**src/rtl/inst_fetch_unit.sv**
```systemverilog
// Instruction fetch front end: sequential PC fetch with one outstanding read,
// a small PC/instruction FIFO toward decode, and redirect flush handling.
module inst_fetch_unit #(
  parameter logic [31:0] RESET_PC = 32'h0000_0000,
  parameter int          DEPTH    = 4,
  parameter logic [31:0] NOP      = 32'h1300_0000
) (
  input  logic        clk,
  input  logic        reset,
  output logic        mem_req,
  output logic [31:0] mem_addr,
  input  logic        mem_busy,
  input  logic [31:0] mem_rdata,
  input  logic        mem_rvalid,
  input  logic        redirect_valid,
  input  logic [31:0] redirect_pc,
  output logic        inst_valid,
  output logic [31:0] inst_data,
  output logic [31:0] inst_pc,
  input  logic        inst_ready
);
  localparam int AW = $clog2(DEPTH);
  localparam int CW = AW + 1;

  typedef struct packed {
    logic [31:0] pc;
    logic [31:0] data;
  } entry_t;

  entry_t        fifo_q [DEPTH];
  logic [AW-1:0] rd_ptr_q, rd_ptr_d, wr_ptr_q, wr_ptr_d;
  logic [CW-1:0] count_q, count_d;
  logic [31:0]   pc_q, pc_d, opc_q, opc_d;
  logic          pending_q, pending_d, drop_q, drop_d;
  logic          has_space, accept, rsp, push, pop;
  logic          unused_bits;

  assign unused_bits = ^redirect_pc[1:0];

  // Outstanding read is counted against FIFO space; pops this cycle are not credited.
  assign has_space = ({1'b0, count_q} + {{CW{1'b0}}, pending_q}) < (CW+1)'(DEPTH);
  assign mem_req   = !reset && !redirect_valid && !drop_q && has_space &&
                     (!pending_q || mem_rvalid);
  assign mem_addr  = {pc_q[31:2], 2'b00};
  assign accept    = mem_req && !mem_busy;
  assign rsp       = pending_q && mem_rvalid;
  assign push      = rsp && !drop_q && !redirect_valid;
  assign inst_valid = (count_q != '0);
  assign pop       = inst_valid && inst_ready && !redirect_valid;
  assign inst_data = inst_valid ? fifo_q[rd_ptr_q].data : NOP;
  assign inst_pc   = inst_valid ? fifo_q[rd_ptr_q].pc   : 32'h0;

  always_comb begin
    pc_d      = pc_q;
    opc_d     = opc_q;
    pending_d = pending_q;
    drop_d    = drop_q;
    count_d   = count_q;
    rd_ptr_d  = rd_ptr_q;
    wr_ptr_d  = wr_ptr_q;
    if (redirect_valid) begin
      pc_d      = {redirect_pc[31:2], 2'b00};
      count_d   = '0;
      rd_ptr_d  = '0;
      wr_ptr_d  = '0;
      // A read still in flight now belongs to the old path; mark it for discard.
      pending_d = pending_q && !mem_rvalid;
      drop_d    = pending_q && !mem_rvalid;
    end else begin
      if (accept) begin
        pc_d  = pc_q + 32'd4;
        opc_d = mem_addr;
      end
      pending_d = accept || (pending_q && !mem_rvalid);
      if (rsp) drop_d = 1'b0;
      if (push) wr_ptr_d = wr_ptr_q + AW'(1);
      if (pop)  rd_ptr_d = rd_ptr_q + AW'(1);
      case ({push, pop})
        2'b10:   count_d = count_q + CW'(1);
        2'b01:   count_d = count_q - CW'(1);
        default: count_d = count_q;
      endcase
    end
  end

  always_ff @(posedge clk) begin
    if (reset) begin
      pc_q      <= RESET_PC;
      opc_q     <= '0;
      pending_q <= 1'b0;
      drop_q    <= 1'b0;
      count_q   <= '0;
      rd_ptr_q  <= '0;
      wr_ptr_q  <= '0;
    end else begin
      pc_q      <= pc_d;
      opc_q     <= opc_d;
      pending_q <= pending_d;
      drop_q    <= drop_d;
      count_q   <= count_d;
      rd_ptr_q  <= rd_ptr_d;
      wr_ptr_q  <= wr_ptr_d;
    end
  end

  always_ff @(posedge clk) begin
    if (!reset && push) fifo_q[wr_ptr_q] <= '{pc: opc_q, data: mem_rdata};
  end

endmodule

```
**config.mk**
```make
export PLATFORM = sky130hd
export DESIGN_NAME = inst_fetch_unit
export DESIGN_NICKNAME = d
export VERILOG_FILES = /design/src/rtl/inst_fetch_unit.sv
export SDC_FILE = /design/constraint.sdc
export NUM_CORES = 1
export LEC_CHECK = 0
export CORE_ASPECT_RATIO = 0.7
export CORE_MARGIN = 2
export CORE_UTILIZATION = 54
export CTS_CLUSTER_SIZE = 28
export DETAILED_ROUTE_END_ITERATION = 8
export PLACE_DENSITY = 0.79
export SLEW_MARGIN = 20
export SYNTH_ARGS = -nofsm -noshare
export SYNTH_HDL_FRONTEND = slang
export SYNTH_SLANG_ARGS = --single-unit
```
**constraint.sdc**
```tcl
create_clock -name clk -period 5.6 [get_ports clk]
set_input_delay 1.68 -clock clk [delete_from_list [all_inputs] [get_ports clk]]
set_output_delay 1.68 -clock clk [all_outputs]
set_load 0.1 [all_outputs]
```
# After elaboration in Yosys (flattened, before gate mapping)
# Memories as Yosys holds them, arrays and structs flattened. A register that Yosys moved wholly into a read port is not among the register bits.
# Index checks and enable logic that the tools add are counted.
dict set report totals {
  register_bits 71
  mem_bits_rw 248
  inputBits 70
  out_inout_bits 98
  elab_cells 57
  mem_count 1
}
# memory words width rd rd_ports_with_merged_regs write_ports line_no
set mem_list {}
lappend mem_list {fifo_q 4 62 1 1 1 30} ;# entry_t fifo_q [DEPTH];
dict set report op_classes {
  add_sub_neg 6
  order_cmp 1
  n_eq_ne 2
  muxes 12
  n_bitwise 1
  reduce_logical 26
}
# op n
set op_table {}
lappend op_table {{$mux W32} 4}
lappend op_table {{$add A32 B3 Y32 const B} 1}
lappend op_table {{$logic_and A1 B1 Y1} 12}
lappend op_table {{$logic_not A1 Y1} 6}
lappend op_table {{$pmux W3 S2} 1}
lappend op_table {{$reduce_bool A2 Y1} 3}
lappend op_table {{$mux W1} 5}
lappend op_table {{$add A2 B1 Y2 const B} 2}
lappend op_table {{$add A3 B1 Y4} 1}
lappend op_table {{$lt A4 B3 Y1 const B} 1}
lappend op_table {{$mux W2} 2}
lappend op_table {{$add A3 B1 Y3 const B} 1}
lappend op_table {{$reduce_bool A3 Y1} 1}
lappend op_table {{$sub A3 B1 Y3 const B} 1}
lappend op_table {{$eq A2 B1 Y1 const B} 1}
lappend op_table {{$eq A2 B2 Y1 const B} 1}
lappend op_table {{$logic_or A1 B1 Y1} 2}
lappend op_table {{$reduce_and A2 Y1} 1}
lappend op_table {{$reduce_or A2 Y1} 1}
lappend op_table {{$not A1 Y1} 1}

# Longest topological paths before layout
# Gate-level depths: netlist of the first run.
dict set report logic_depth {
  depth_word 8
  ltp_mapped 9
  depth_no_buf 8
}

# Least setup slack after synthesis of the first run
# Ideal clock, no wire load.
dict set report synth_timing {
  kind {input-to-output}
  startpoint {input port redirect_valid}
  endpoint {output port mem_req}
  arrival_ns 3.671
  required_time_ns 3.920
  path_slack_ns 0.249
  stages 2
  n_path_buf 0
  path_cell_list {or4_4 > a21oi_1}
}
dict set report synth_between {
  elab_chain_cells 5
}
# item line_no
set synth_lines {}
lappend synth_lines {{from (decl)} 15} ;# input logic redirect_valid,
lappend synth_lines {{$logic_not A1 Y1} 42} ;# assign mem_req = !reset && !redirect_valid && !drop_q && has_space &&
lappend synth_lines {{$logic_and A1 B1 Y1 (4 in series)} 42}
lappend synth_lines {{to (decl)} 10} ;# output logic mem_req,
# Every way passes these cells.

==> results of run 1 <==
[critical path, cell delays in order, from the launching register on]
cell,delay (ns)
dfxtp_2,0.93
buf_4,0.30
mux4_2,0.29
or2_2,0.28
clkdlybuf4s50_1,0.96
[stage by stage]
step	area, um2	setup slack, ns	cells	total power [W]
after global placement	14400	0.847	1245	0.00290
after detailed placement	14400	0.838	1245	0.00290
after floorplan	12600	0.249	809	0.00279
after global routing	15500	0.473	1301	0.00519
final	15500	0.611	1301	0.00505
after CTS	15500	0.554	1301	0.00508
[final cells by class]
cell class	count	area, um2	area share
multi-input cells	429	3530	0.227
clock buffers	41	863	0.0555
repair buffers	174	1620	0.104
inverters	11	41.3	0.00266
well taps	312	390	0.0251
flip-flops and latches	319	8870	0.571
clock inverters	15	235	0.0151
[worst max path at each step]
stage | startpoint | end | cells after the start
floorplan | redirect_valid | mem_req | 2
global placement | redirect_valid | mem_req | 4
detailed placement | redirect_valid | mem_req | 4
CTS | flip-flop | inst_data[25] | 4
global route | flip-flop | inst_data[28] | 4
finish | flip-flop | inst_data[25] | 4
[sequential cells by signal, summed over array words and instances, names as in the netlist, named ones only]
register,cells
fifo_q,248
opc_q,30
pc_q,30
count_q,3
rd_ptr_q,2
wr_ptr_q,2
drop_q,1
pending_q,1
[cells in the final DEF (no fill, tap or decap), types with 12 or more instances in the layout]
| master | count |
|---|---|
| a21oi_1 | 42 |
| a31oi_1 | 19 |
| buf_4 | 56 |
| clkbuf_16 | 31 |
| clkdlybuf4s50_1 | 115 |
| dfxtp_1 | 69 |
| edfxtp_1 | 248 |
| mux4_2 | 62 |
| nand2_1 | 92 |
| nand3_1 | 16 |
| nor2_1 | 27 |
| nor2b_1 | 59 |
| o21ai_0 | 12 |
[per-layer routing]
metal	routed length (um)	up-vias	track usage
met5	0	-	0
met4	304	0	0.0357
met3	2080	29	0.0349
met2	11700	315	0.321
met1	12300	3724	0.341
li1	-	3395	-
[Yosys cell counts (2+ instances only)]
master	instances
a211oi_1	4
a21oi_1	42
a2bb2oi_1	2
a311oi_1	2
a31oi_1	19
a41oi_1	5
and2_1	4
and3_1	3
buf_2	10
buf_4	4
clkbuf_1	34
dfxtp_1	71
edfxtp_1	248
ha_1	6
inv_1	10
mux4_2	62
nand2_1	92
nand3_1	16
nand4_1	8
nand4b_1	2
nor2_1	27
nor2b_1	59
nor3_1	2
nor3b_1	2
nor4_1	3
o211ai_1	5
o21ai_0	12
o311ai_0	2
or2_2	6
or3_1	7
or4_1	3
or4b_1	3
xnor2_1	4
xor2_1	5
[kinds of logic after synthesis]
family                   after synthesis  share of synthesized area
flip-flops                           319                      0.702
AND/OR/NAND/NOR                      245                      0.101
AO/OA/AOI/OAI                        100                     0.0495
multiplexers                          64                      0.112
buffers and inverters                 61                     0.0209
XOR/XNOR                               9                    0.00624
adder cells (fa/ha/maj)                7                    0.00753
other                                  1                   0.000297
[report_power, final]
| group | total (W) | switching (W) | internal (W) |
|---|---|---|---|
| logic | 0.000269 | 0.000183 | 0.0000862 |
| registers | 0.00258 | 0.0000310 | 0.00255 |
| clock network | 0.00219 | 0.000839 | 0.00136 |
==> key figures, run 1 <==
Synth
  – Post-synth cell types: 56
  – Biggest area consumer among synthesized cells: edfxtp_1
  – Syn Std Cell Area: 12600 um2
  – Synth warn: 0
  – Top post-synthesis cells by area: edfxtp_1, dfxtp_1, mux4_2, nor2b_1, nand2_1
  – Post-synth EDFFs: 248
  – Async S/R FF share, synth: 0
  – Share of the synthesized area in the top cell type: 0.590
  – Seq/Total Area, Yosys: 0.702
  – Syn avg cell area: 15.7 um2
  – Syn Inst Count: 806
  – Synthesis-stage register bit count: 319
  – Post-synth top flop: edfxtp_1

Placement
  – Gpl congestion: 0.836
  – Number of I/O port buffers: 161
  – Post-DP HPWL: 16000 um

Drt
  – Final WL: 26400 um
  – Final ANT Viol Nets: 0
  – Post-route DRC: 0
  – Routed vias: 7463
  – Pre-antenna DRT Iters: 5
  – WL/cell: 20.3 um
  – Detailed Route Iter0 Violations: 657
  – Vias/cell: 5.74

Hold path
  – Worst Hold Class: reg -> reg
  – Hold wc startpoint: opc_q[21]
  – Hold Path End: fifo_q[2][51]
  – Hold depth: 0

Timing
  – Hold_ws: 0.495 ns
  – # setup viols final: 0
  – Measured slew at the worst slew-check pin: 1.04 ns
  – Max-slew violations: 0
  – Period minus WS final: 4.99 ns
  – Fmax: 200 MHz
  – RSZ-0062 raised after global routing: false
  – Setup TNS: 0 ns
  – Part of the cycle the worst path needs: 0.891
  – Final hold viol count: 0
  – Max_slew headroom: 0.306
  – Final Skew: 0.0216 ns

Status
  – Status: finished, final reports clean

Layout
  – Fill count: 1494
  – Layout area overhead: 23.1%
  – # diodes: 0
  – Fin nets: 1042
  – Layout Utilization: 0.682
  – Layout cell share with drive strength beyond 1: 0.194

Clock tree
  – CTS tree: built
  – Root Buffer: clkbuf_16
  – Htree depth: 1
  – Post-CTS Hold Buffers: 0
  – Longest Clk Path Bufs: 3
  – CTS buffer count: 30
  – Post-CTS Setup Bufs: 0
  – Clk sink count: 319
  – Clock Latency Late Sink: 0.55 ns
  – Clock-pin transition on the worst setup and hold timing paths: 0.07 ns
  – CTS resizes: 0

Worst setup path
  – R2R depth: 5
  – Reg2Reg Setup Slack: 2.97 ns
  – CP max FO: 33
  – Critical path class: reg -> out
  – WP data required: 3.92 ns
  – Crit start category: flip-flop
  – CP Capture Type: primary output
  – Worst r2r src: pc_q[5]
  – R2r endpoint: pc_q[23]
  – WP data arrival: 3.31 ns

Flow run
  – Max Cap Viol: 0

Power
  – Pleak: 5.04 nW
  – PwrDens: 325 nW/um2
  – Worst vdd ir: 0.232 mV

Floorplan
  – Num ports: 168
  – Num rows: 46
  – Die height: 132 um
  – Starting Density: 0.554
  – Die area: 24600 um2
  – Die X: 187 um
  – Core footprint: 22800 um2

Global routing
  – Tot GR Track Use: 0.215
  – First-pass GRT wire length: 41400 um
  – Initial antenna violation count: 0
  – Pin count of the biggest net entering global routing: 65
  – Vias in the first global route: 7353
  – GRT overflow: 0
No activity file was read; power rests on OpenSTA's default activity.
==> run 2: changes to the inputs <==
--- a/config.mk
+++ b/config.mk
@@ -15,3 +15,4 @@
 export SYNTH_ARGS = -nofsm -noshare
 export SYNTH_HDL_FRONTEND = slang
 export SYNTH_SLANG_ARGS = --single-unit
+export TNS_END_PERCENT = 50
==> results of run 2 <==
The final DEF is identical to that of run 1; final timing and power are the same.
